===== config.mk =====
export PLATFORM = sky130hd
export DESIGN_NAME = magic_config_loader
export DESIGN_NICKNAME = d
export VERILOG_FILES = /design/src/rtl/magic_config_loader.sv
export SDC_FILE = /design/constraint.sdc
export NUM_CORES = 1
export LEC_CHECK = 0
export CAP_MARGIN = 25
export CORE_ASPECT_RATIO = 1.5
export CORE_MARGIN = 4
export CORE_UTILIZATION = 60
export CTS_CLUSTER_DIAMETER = 200
export CTS_CLUSTER_SIZE = 12
export DETAILED_ROUTE_END_ITERATION = 6
export PLACE_DENSITY = 0.79
export SLEW_MARGIN = 10
export SYNTH_ARGS = -nofsm -noshare
export SYNTH_HDL_FRONTEND = slang
export SYNTH_SLANG_ARGS = --single-unit

===== constraint.sdc =====
create_clock -name clk28 -period 2.45 [get_ports clk28]
set_input_delay 0.3675 -clock clk28 [delete_from_list [all_inputs] [get_ports clk28]]
set_output_delay 0.3675 -clock clk28 [all_outputs]
set_load 0.01 [all_outputs]

===== src/rtl/magic_config_loader.sv =====
// magic_config_loader
//
// Boot-time loader for the magic configuration registers. It reads a saved
// image from a 25xx-series SPI EEPROM (read command 0x03, 16-bit address),
// checks the 0xEB header byte and the XOR checksum byte, and replays the
// image as a burst of config write strobes. The top level ORs those strobes
// into the same config-write path the magic ROM drives with OUT (xxFF).
//
// Image layout at BASE_ADDR: header (0xEB), NREGS data bytes, checksum byte.
//
// Optional feature macro: MAGIC_LOADER_CHECKSUM_EN
//   defined   - the checksum byte is read and must equal the XOR of the data
//   undefined - no checksum byte is read; only the header gates the replay
//
// Parameters:
//   CLK_DIV   - SCK half-period in clk28 cycles
//   BASE_ADDR - EEPROM byte address of the image header
//   NREGS     - number of config registers (config addresses 1..NREGS)
//
// Ports:
//   clk28    in   system clock
//   rst      in   synchronous active-high reset
//   reload   in   single-cycle pulse, starts a new load (only honoured in DONE)
//   spi_cs_n out  EEPROM chip select, active low
//   spi_sck  out  SPI clock, mode 0, idles low
//   spi_mosi out  serial data to the EEPROM
//   spi_miso in   serial data from the EEPROM
//   cfg_wr   out  one-cycle config write strobe
//   cfg_addr out  config register index (bus A[15:8] equivalent)
//   cfg_data out  config write data
//   busy     out  a load is in progress
//   valid    out  last load passed all checks and was replayed
module magic_config_loader #(
  parameter int          CLK_DIV   = 4,
  parameter logic [15:0] BASE_ADDR = 16'h0000,
  parameter int          NREGS     = 16
) (
  input  logic       clk28,
  input  logic       rst,
  input  logic       reload,
  output logic       spi_cs_n,
  output logic       spi_sck,
  output logic       spi_mosi,
  input  logic       spi_miso,
  output logic       cfg_wr,
  output logic [7:0] cfg_addr,
  output logic [7:0] cfg_data,
  output logic       busy,
  output logic       valid
);

  localparam int              DW        = (CLK_DIV > 1) ? $clog2(CLK_DIV) : 1;
  localparam int              IW        = (NREGS > 1) ? $clog2(NREGS) : 1;
  localparam logic [DW-1:0]   DIV_LAST  = DW'(CLK_DIV - 1);
  localparam logic [4:0]      LAST_REG  = 5'(NREGS - 1);
  localparam logic [4:0]      REG_END   = 5'(NREGS);
  localparam logic [23:0]     CMD_WORD  = {8'h03, BASE_ADDR};
  localparam logic [7:0]      HDR_MAGIC = 8'hEB;

  typedef enum logic [2:0] {
    IDLE, CMD, HDR, DATA, SUM, REPLAY, DONE
  } state_t;

  state_t          state;
  state_t          state_next;
  logic [DW-1:0]   div_cnt;
  logic [2:0]      bit_cnt;
  logic [4:0]      byte_cnt;
  logic            tail;
  logic [23:0]     tx_shift;
  logic [7:0]      rx_shift;
  logic [7:0]      data_buf [NREGS];
`ifdef MAGIC_LOADER_CHECKSUM_EN
  logic [7:0]      xor_acc;
  logic            sum_ok;
`endif

  logic spi_active;
  logic tick;
  logic sck_rise;
  logic sck_fall;
  logic byte_done;
  logic tail_done;

  // The half-period divider only runs while the chip is selected. 'tail' is
  // the final half-period with SCK low before chip select is released, so no
  // new SCK rise may start during it.
  assign spi_active = state inside {CMD, HDR, DATA, SUM};
  assign tick       = spi_active && (div_cnt == DIV_LAST);
  assign sck_rise   = tick && !spi_sck && !tail;
  assign sck_fall   = tick && spi_sck;
  assign tail_done  = tick && tail;
  // rx_shift already holds all eight bits at the falling edge of the 8th bit.
  assign byte_done  = sck_fall && (bit_cnt == 3'd7);
  assign busy       = (state != DONE);

  // State register.
  always_ff @(posedge clk28) begin
    if (rst) state <= IDLE;
    else     state <= state_next;
  end

  // Next-state logic. Every transition is tied to a byte boundary, the end of
  // the chip-select tail, or the end of the replay burst.
  always_comb begin
    state_next = state;
    case (state)
      IDLE:   state_next = CMD;
      CMD:    if (byte_done && byte_cnt == 5'd2) state_next = HDR;
      HDR: begin
        if (tail_done)                                 state_next = DONE;
        else if (byte_done && rx_shift == HDR_MAGIC)   state_next = DATA;
      end
`ifdef MAGIC_LOADER_CHECKSUM_EN
      DATA:   if (byte_done && byte_cnt == LAST_REG) state_next = SUM;
      SUM:    if (tail_done) state_next = sum_ok ? REPLAY : DONE;
`else
      DATA:   if (tail_done) state_next = REPLAY;
`endif
      REPLAY: if (byte_cnt == REG_END) state_next = DONE;
      DONE:   if (reload) state_next = IDLE;
      default: state_next = IDLE;
    endcase
  end

  // Image buffer; contents are meaningless until DATA refills them.
  always_ff @(posedge clk28) begin
    if (state == DATA && byte_done) data_buf[byte_cnt[IW-1:0]] <= rx_shift;
  end

  // SPI shifter, byte/bit counters and the replay strobes. tx_shift holds the
  // bits still to be sent after the one currently on spi_mosi.
  always_ff @(posedge clk28) begin
    if (rst) begin
      spi_cs_n <= 1'b1;
      spi_sck  <= 1'b0;
      spi_mosi <= 1'b0;
      cfg_wr   <= 1'b0;
      cfg_addr <= 8'h00;
      cfg_data <= 8'h00;
      valid    <= 1'b0;
      div_cnt  <= '0;
      bit_cnt  <= 3'd0;
      byte_cnt <= 5'd0;
      tail     <= 1'b0;
      tx_shift <= 24'h0;
      rx_shift <= 8'h00;
`ifdef MAGIC_LOADER_CHECKSUM_EN
      xor_acc  <= 8'h00;
      sum_ok   <= 1'b0;
`endif
    end else begin
      cfg_wr <= 1'b0;

      if (!spi_active || tick) div_cnt <= '0;
      else                     div_cnt <= div_cnt + 1'b1;

      if (sck_rise) begin
        spi_sck  <= 1'b1;
        rx_shift <= {rx_shift[6:0], spi_miso};
      end

      if (sck_fall) begin
        spi_sck  <= 1'b0;
        bit_cnt  <= bit_cnt + 3'd1;
        spi_mosi <= tx_shift[23];
        tx_shift <= {tx_shift[22:0], 1'b0};
      end

      if (tail_done) begin
        tail     <= 1'b0;
        spi_cs_n <= 1'b1;
      end

      case (state)
        IDLE: begin
          // First command bit is presented together with chip select.
          spi_cs_n <= 1'b0;
          spi_mosi <= CMD_WORD[23];
          tx_shift <= {CMD_WORD[22:0], 1'b0};
          bit_cnt  <= 3'd0;
          byte_cnt <= 5'd0;
          tail     <= 1'b0;
`ifdef MAGIC_LOADER_CHECKSUM_EN
          xor_acc  <= 8'h00;
`endif
        end
        CMD: begin
          if (byte_done) byte_cnt <= (byte_cnt == 5'd2) ? 5'd0 : byte_cnt + 5'd1;
        end
        HDR: begin
          if (byte_done && rx_shift != HDR_MAGIC) tail <= 1'b1;
        end
        DATA: begin
          if (byte_done) begin
`ifdef MAGIC_LOADER_CHECKSUM_EN
            xor_acc <= xor_acc ^ rx_shift;
`endif
            if (byte_cnt == LAST_REG) begin
              byte_cnt <= 5'd0;
`ifndef MAGIC_LOADER_CHECKSUM_EN
              tail     <= 1'b1;
`endif
            end else begin
              byte_cnt <= byte_cnt + 5'd1;
            end
          end
        end
`ifdef MAGIC_LOADER_CHECKSUM_EN
        SUM: begin
          if (byte_done) begin
            sum_ok <= (rx_shift == xor_acc);
            tail   <= 1'b1;
          end
        end
`endif
        REPLAY: begin
          // One strobe per cycle; valid rises as the burst ends.
          if (byte_cnt != REG_END) begin
            cfg_wr   <= 1'b1;
            cfg_addr <= {3'b000, byte_cnt} + 8'd1;
            cfg_data <= data_buf[byte_cnt[IW-1:0]];
            byte_cnt <= byte_cnt + 5'd1;
          end else begin
            valid    <= 1'b1;
          end
        end
        DONE: begin
          if (reload) valid <= 1'b0;
        end
        default: ;
      endcase
    end
  end

endmodule

* Yosys cells after proc, flatten, opt, wreduce, memory -nomap -nowiden
Memory sizes are Yosys's and may differ from the RTL's. A register that Yosys moved wholly into a read port is not among the register bits.
Index checks and enable logic that the tools add are counted.
** Operators by class
- Add/sub/neg operators :: 4
- Bitwise gates (word level) :: 1
- Eq/ne operators :: 24
- Mux-type cells :: 28
- Reduce and logical (&&, ||, !) cells :: 28
** Operators by type and width (count)
- 19-bit 2-to-1 mux :: 2
- 5-bit 2-to-1 mux :: 5
- 5-bit case mux with 4 select lines :: 1
- 3-bit 2-to-1 mux :: 6
- 3-bit case mux with 6 select lines :: 1
- 2-bit != test (second input constant) :: 7
- 3-bit equality test (second input constant) :: 4
- 1-bit 2-to-1 mux :: 11
- 1-bit logical AND :: 10
- 8-bit equality test (second input constant) :: 1
- 8-bit != test (second input constant) :: 1
- 4-bit nonzero test :: 2
- 2-bit OR reduction :: 4
- 5-bit by 1-bit adder with 6-bit output (second input constant) :: 1
- 3-bit by 2-bit equality test with 1-bit output (second input constant) :: 2
- 2-bit nonzero test :: 3
- 5-bit by 1-bit adder with 5-bit output (second input constant) :: 1
- 5-bit by 2-bit equality test with 1-bit output (second input constant) :: 1
- 5-bit by 4-bit equality test with 1-bit output (second input constant) :: 1
- 5-bit equality test (second input constant) :: 1
- 5-bit != test (second input constant) :: 1
- 5-bit AND reduction :: 1
- 4-bit AND reduction :: 1
- 3-bit by 1-bit adder with 3-bit output (second input constant) :: 1
- 14 further kinds :: 16
** Storage, ports and cells
- Output and inout bits :: 22
- RAM bits :: 128
- Memories kept :: 1
- Register bits :: 42
- Input port bits :: 4
- Logic and storage cells :: 100
** Memory list
- data_buf :: depth 16, width 8, read ports 1, clocked after Yosys merged registers in 1, wr ports 1, RTL line 72 : logic [7:0] data_buf [NREGS];

* Logic depth before layout (Yosys ltp)
- Depth in word-level cells :: 9
- Gate-level depth with buffers :: 11
- Mapped depth without buffers :: 9

* Worst setup path after synthesis
No wires, ideal clock.
- Kind :: register to register
- From :: reg byte_cnt[1]
- To :: reg byte_cnt[2]
- Cell stages (with the launch flop) :: 9
- Period minus slack after synthesis :: 2251 ps
- Path buffers :: 2
- Data arrival time :: 2180 ps
- Setup slack :: 199 ps
- Library setup time :: 70 ps
- Required time :: 2380 ps
- Cell sequence :: dfxtp_1 -> buf_2 -> buf_2 -> inv_1 -> ha_1 -> a31oi_4 -> a211oi_2 -> or4b_1 -> a21oi_1
** Between the ends
- Word-level cells in the longest chain between the ends :: 4
- Elaborated cells on any way between the ends :: 12
- Those cells by class :: 1 x add/sub; 4 x eq/ne; 6 x mux; 1 x reduce/logical
** RTL lines
- start, declared :: RTL line 68 : logic [4:0] byte_cnt;
- start signal, assigned :: RTL line 189 : if (byte_done) byte_cnt <= (byte_cnt == 5'd2) ? 5'd0 : byte_cnt + 5'd1;
- start signal, assigned :: RTL line 205 : byte_cnt <= byte_cnt + 5'd1;
- start signal, assigned :: RTL line 223 : byte_cnt <= byte_cnt + 5'd1;
- 5-bit by 1-bit adder with 5-bit output (tied with other cells) :: RTL line 189, 205, 223
- 5-bit 2-to-1 mux (on tied branches) :: RTL line 199, 189
- 5-bit 2-to-1 mux (on tied branches) :: RTL line 195, 189
- 5-bit case mux with 4 select lines :: RTL line 175 : case (state)
Parallel ways exist; a longest one is shown, timed or not. The select of a mux whose other input is x is not followed.
A chain may end at the register's enable or synchronous reset.

* Final worst setup path
- From :: reg state[1]
- To :: out busy
** Between the ends
- Word-level cells in the longest chain between the ends :: 1
** RTL lines
- start, declared :: RTL line 64 : state_t state;
- start signal, assigned :: RTL line 100 : else state <= state_next;
- 3-bit != test :: RTL line 95 : assign busy = (state != DONE);
- end, declared :: RTL line 48 : output logic busy,
Every way passes these cells.

==> results.yml <==
route:
  highest_layer: "met4"
  drt-initial-drc-count: 452
  antenna_left: 0
  wl_mm: 15.8
  met2WireLength_mm: 8.48
  via_per_inst: 6.28
  met3WireLength_um: 846
  dr_total_vias: 4355
  drc: 0
  routedWlPerCell_um: 22.7
  drt-met1-wl_mm: 5.83
  firstDrtPassIters: 5
cts:
  clkLatencyLatePin_ns: 0.42
  tritoncts: "yes"
  ctsLongestPathBuffers: 2
  clkSinkCount: 176
  cts_setup_buffers: 0
  root_buffer: "clkbuf_16"
  cts_resized: 0
  clk_pin_slew_ns: 0.07
  cts_buffers: 17
  hold_buffers: 0
  htree_levels: 4
grt:
  antenna_found_initial: 0
  grt_pass1_wl_mm: 24.9
  overflow: 0
  grt_pass1_vias: 4371
  grt_max_degree: 34
  grt.total_usage: 0.243
logic_synthesis:
  synthCells: 486
  synthTopCellsByArea: "edfxtp_1, dfxtp_1, mux4_2"
  synth_top_family_by_area: "multiplexers"
  synthAdderAreaFrac: 0.0159
  synth.ff_latch_count: 176
  synth-seq-area-share: 0.677
  yosysMostFrequentCell: "edfxtp_1"
  synth_compound_area_frac: 0.0698
  synth_top_cells_by_count: "edfxtp_1, dfxtp_1, nand2_1"
  synth_largest_area_cell: "edfxtp_1"
  synthMuxAreaShare: 0.115
  yosys_warnings: 0
  synth_simple_gate_area_share: 0.0924
  ys_types: 52
  synth_flop_cell: "edfxtp_1"
  synthesis.area_um2: 7100
  synth.avg_cell_area_um2: 14.6
  synth_edf_count: 128
  async_flop_share: 0
  synth_xor_area_frac: 0.00370
  synth.top_cell.area_share: 0.541
flow_run:
  drv_cap: 0
setup_path:
  max_stage_delay_ns: 0.63
  worstPathMaxFanout: 15
  reg2reg_depth: 6
  worstReg2RegEnd: "cfg_data[5]$_SDFFE_PP0P_"
  critPathSlowestCell: "dfxtp_1"
  start_kind: "flip-flop"
  crit_path_end_kind: "output port"
  r2r_start: "state[0]$_SDFFE_PP0P_"
  cp-startpoint: "state[1]$_SDFFE_PP0P_"
  crit_end: "busy"
  crit_type: "flip-flop to output port"
  required_ns: 2.08
  rrSetupSlack_ns: 0.32
  cp_cell_sequence: "nor2b_1 -> nand2_1 -> clkdlybuf4s50_1"
  worst_ep_arrival_time_ns: 1.90
sta:
  finalCritPeriodShare: 0.924
  slew-limit-headroom: 0.488
  tightest_slew_ns: 0.767
  setup_slack_ns: 0.185
  rsz0062_at_grt: "false"
  fin_skew_ns: 0.0106
  finalHoldViolations: 0
  tns_ns: 0
  slew_violations: 0
  min_period_ns: 2.26
  setup_viol_count_final: 0
  max_freq_mhz: 442
pwr:
  total_power_mw: 6.47
  ir_drop_uv: 488
  leakage_nw: 2.81
  p_per_area_nw_per_um2: 787
die:
  die_h_um: 141
  fp.coreArea_um2: 11500
  rows: 48
  io_pins: 26
  die_w_um: 96.8
  initial_core_util: 0.616
  die_area_um2: 13700
placement:
  post_dp_cell_area_um2: 7610
  dp.final_hpwl_mm: 10.1
  pre_cts_slack_ns: 0.344
  io_buffers: 23
  gp_congestion: 0.929
layout:
  postLayoutCellArea_um2: 8220
  fin_nets: 544
  diodes: 0
  nFillCells: 743
  fin_util: 0.713
  syn2layout_area_growth_pct: 15.8
  drive_gt1_frac: 0.186
outcome:
  status: "finished clean"
min_path:
  hold_class: "flip-flop to flip-flop"
==> worst max-delay path, delay by kind of cell, from the launching register on <==
family / cells / cell delay (ns)
AND/OR/NAND/NOR: 2 / 0.38
buffers and inverters: 1 / 0.47
flip-flops: 1 / 0.63
==> logic make-up (layout without fill, tap and decap cells) <==
family,count (synthesis),in the layout
flops,176,176
fa+ha+maj,9,9
compound gates,74,74
xor+xnor,3,3
simple gates,140,140
buf+inv,38,95
other cells,1,2
mux,45,45
==> flip-flops by register name, indices dropped and copies added, names as in the netlist <==
name      flops
cfg_addr      6
bit_cnt       3
div_cnt       2
spi_sck       1
tail          1
cfg_wr        1
cfg_data      8
rx_shift      8
spi_mosi      1
data_buf    128
state         3
tx_shift      7
byte_cnt      5
valid         1
spi_cs_n      1
==> cell type report <==
type,instances,area [µm²],area share
clock buffers,18,429,0.0522
inverters,7,26.3,0.00320
well taps,150,188,0.0228
repair buffers,56,478,0.0582
clock inverters,14,180,0.0219
flip-flops and latches,176,4810,0.585
multi-input cells,273,2110,0.257
==> metal layers <==
metal  vias up  global-route usage
li1       1947                   -
met1      2183               0.290
met2       182               0.424
met3        43              0.0446
met4         0               0.119
met5         -                   0
==> worst min-delay path by stage <==
stage	end	cells after the start	start
floorplan	div_cnt[0]$_SDFF_PP0_	1	div_cnt[0]$_SDFF_PP0_
global placement	div_cnt[0]$_SDFF_PP0_	1	div_cnt[0]$_SDFF_PP0_
detailed placement	div_cnt[0]$_SDFF_PP0_	1	div_cnt[0]$_SDFF_PP0_
CTS	div_cnt[0]$_SDFF_PP0_	1	div_cnt[0]$_SDFF_PP0_
global route	div_cnt[0]$_SDFF_PP0_	1	div_cnt[0]$_SDFF_PP0_
finish	div_cnt[0]$_SDFF_PP0_	1	div_cnt[0]$_SDFF_PP0_
==> where the power goes <==
group	internal (mW)	switching, mW	total [mW]
sequential	3.18	0.0472	3.23
combinational	0.210	0.289	0.498
clock	1.62	1.12	2.75
==> stage by stage <==
stage / hold WS, ns / std cells
after floorplan: 0.398 / 487
after global placement: 0.407 / 662
after detailed placement: 0.415 / 662
after CTS: 0.428 / 694
after global routing: 0.467 / 694
final: 0.429 / 694
==> cells in the final DEF (no fill, tap or decap), types with 4 or more instances in the layout <==
cell	count
a211oi_1	5
a21oi_1	28
a31oi_1	4
and3_1	4
buf_4	33
clkbuf_16	17
clkdlybuf4s50_1	23
clkinv_4	4
dfxtp_1	47
edfxtp_1	128
ha_1	9
inv_1	6
inv_6	4
mux2i_1	15
mux4_2	29
nand2_1	44
nand3_1	15
nor2_1	39
nor2b_1	6
nor3_1	12
o21ai_0	7
o221ai_1	5
o22ai_1	7
or3_1	5
Power figures use the tool's default switching activity.
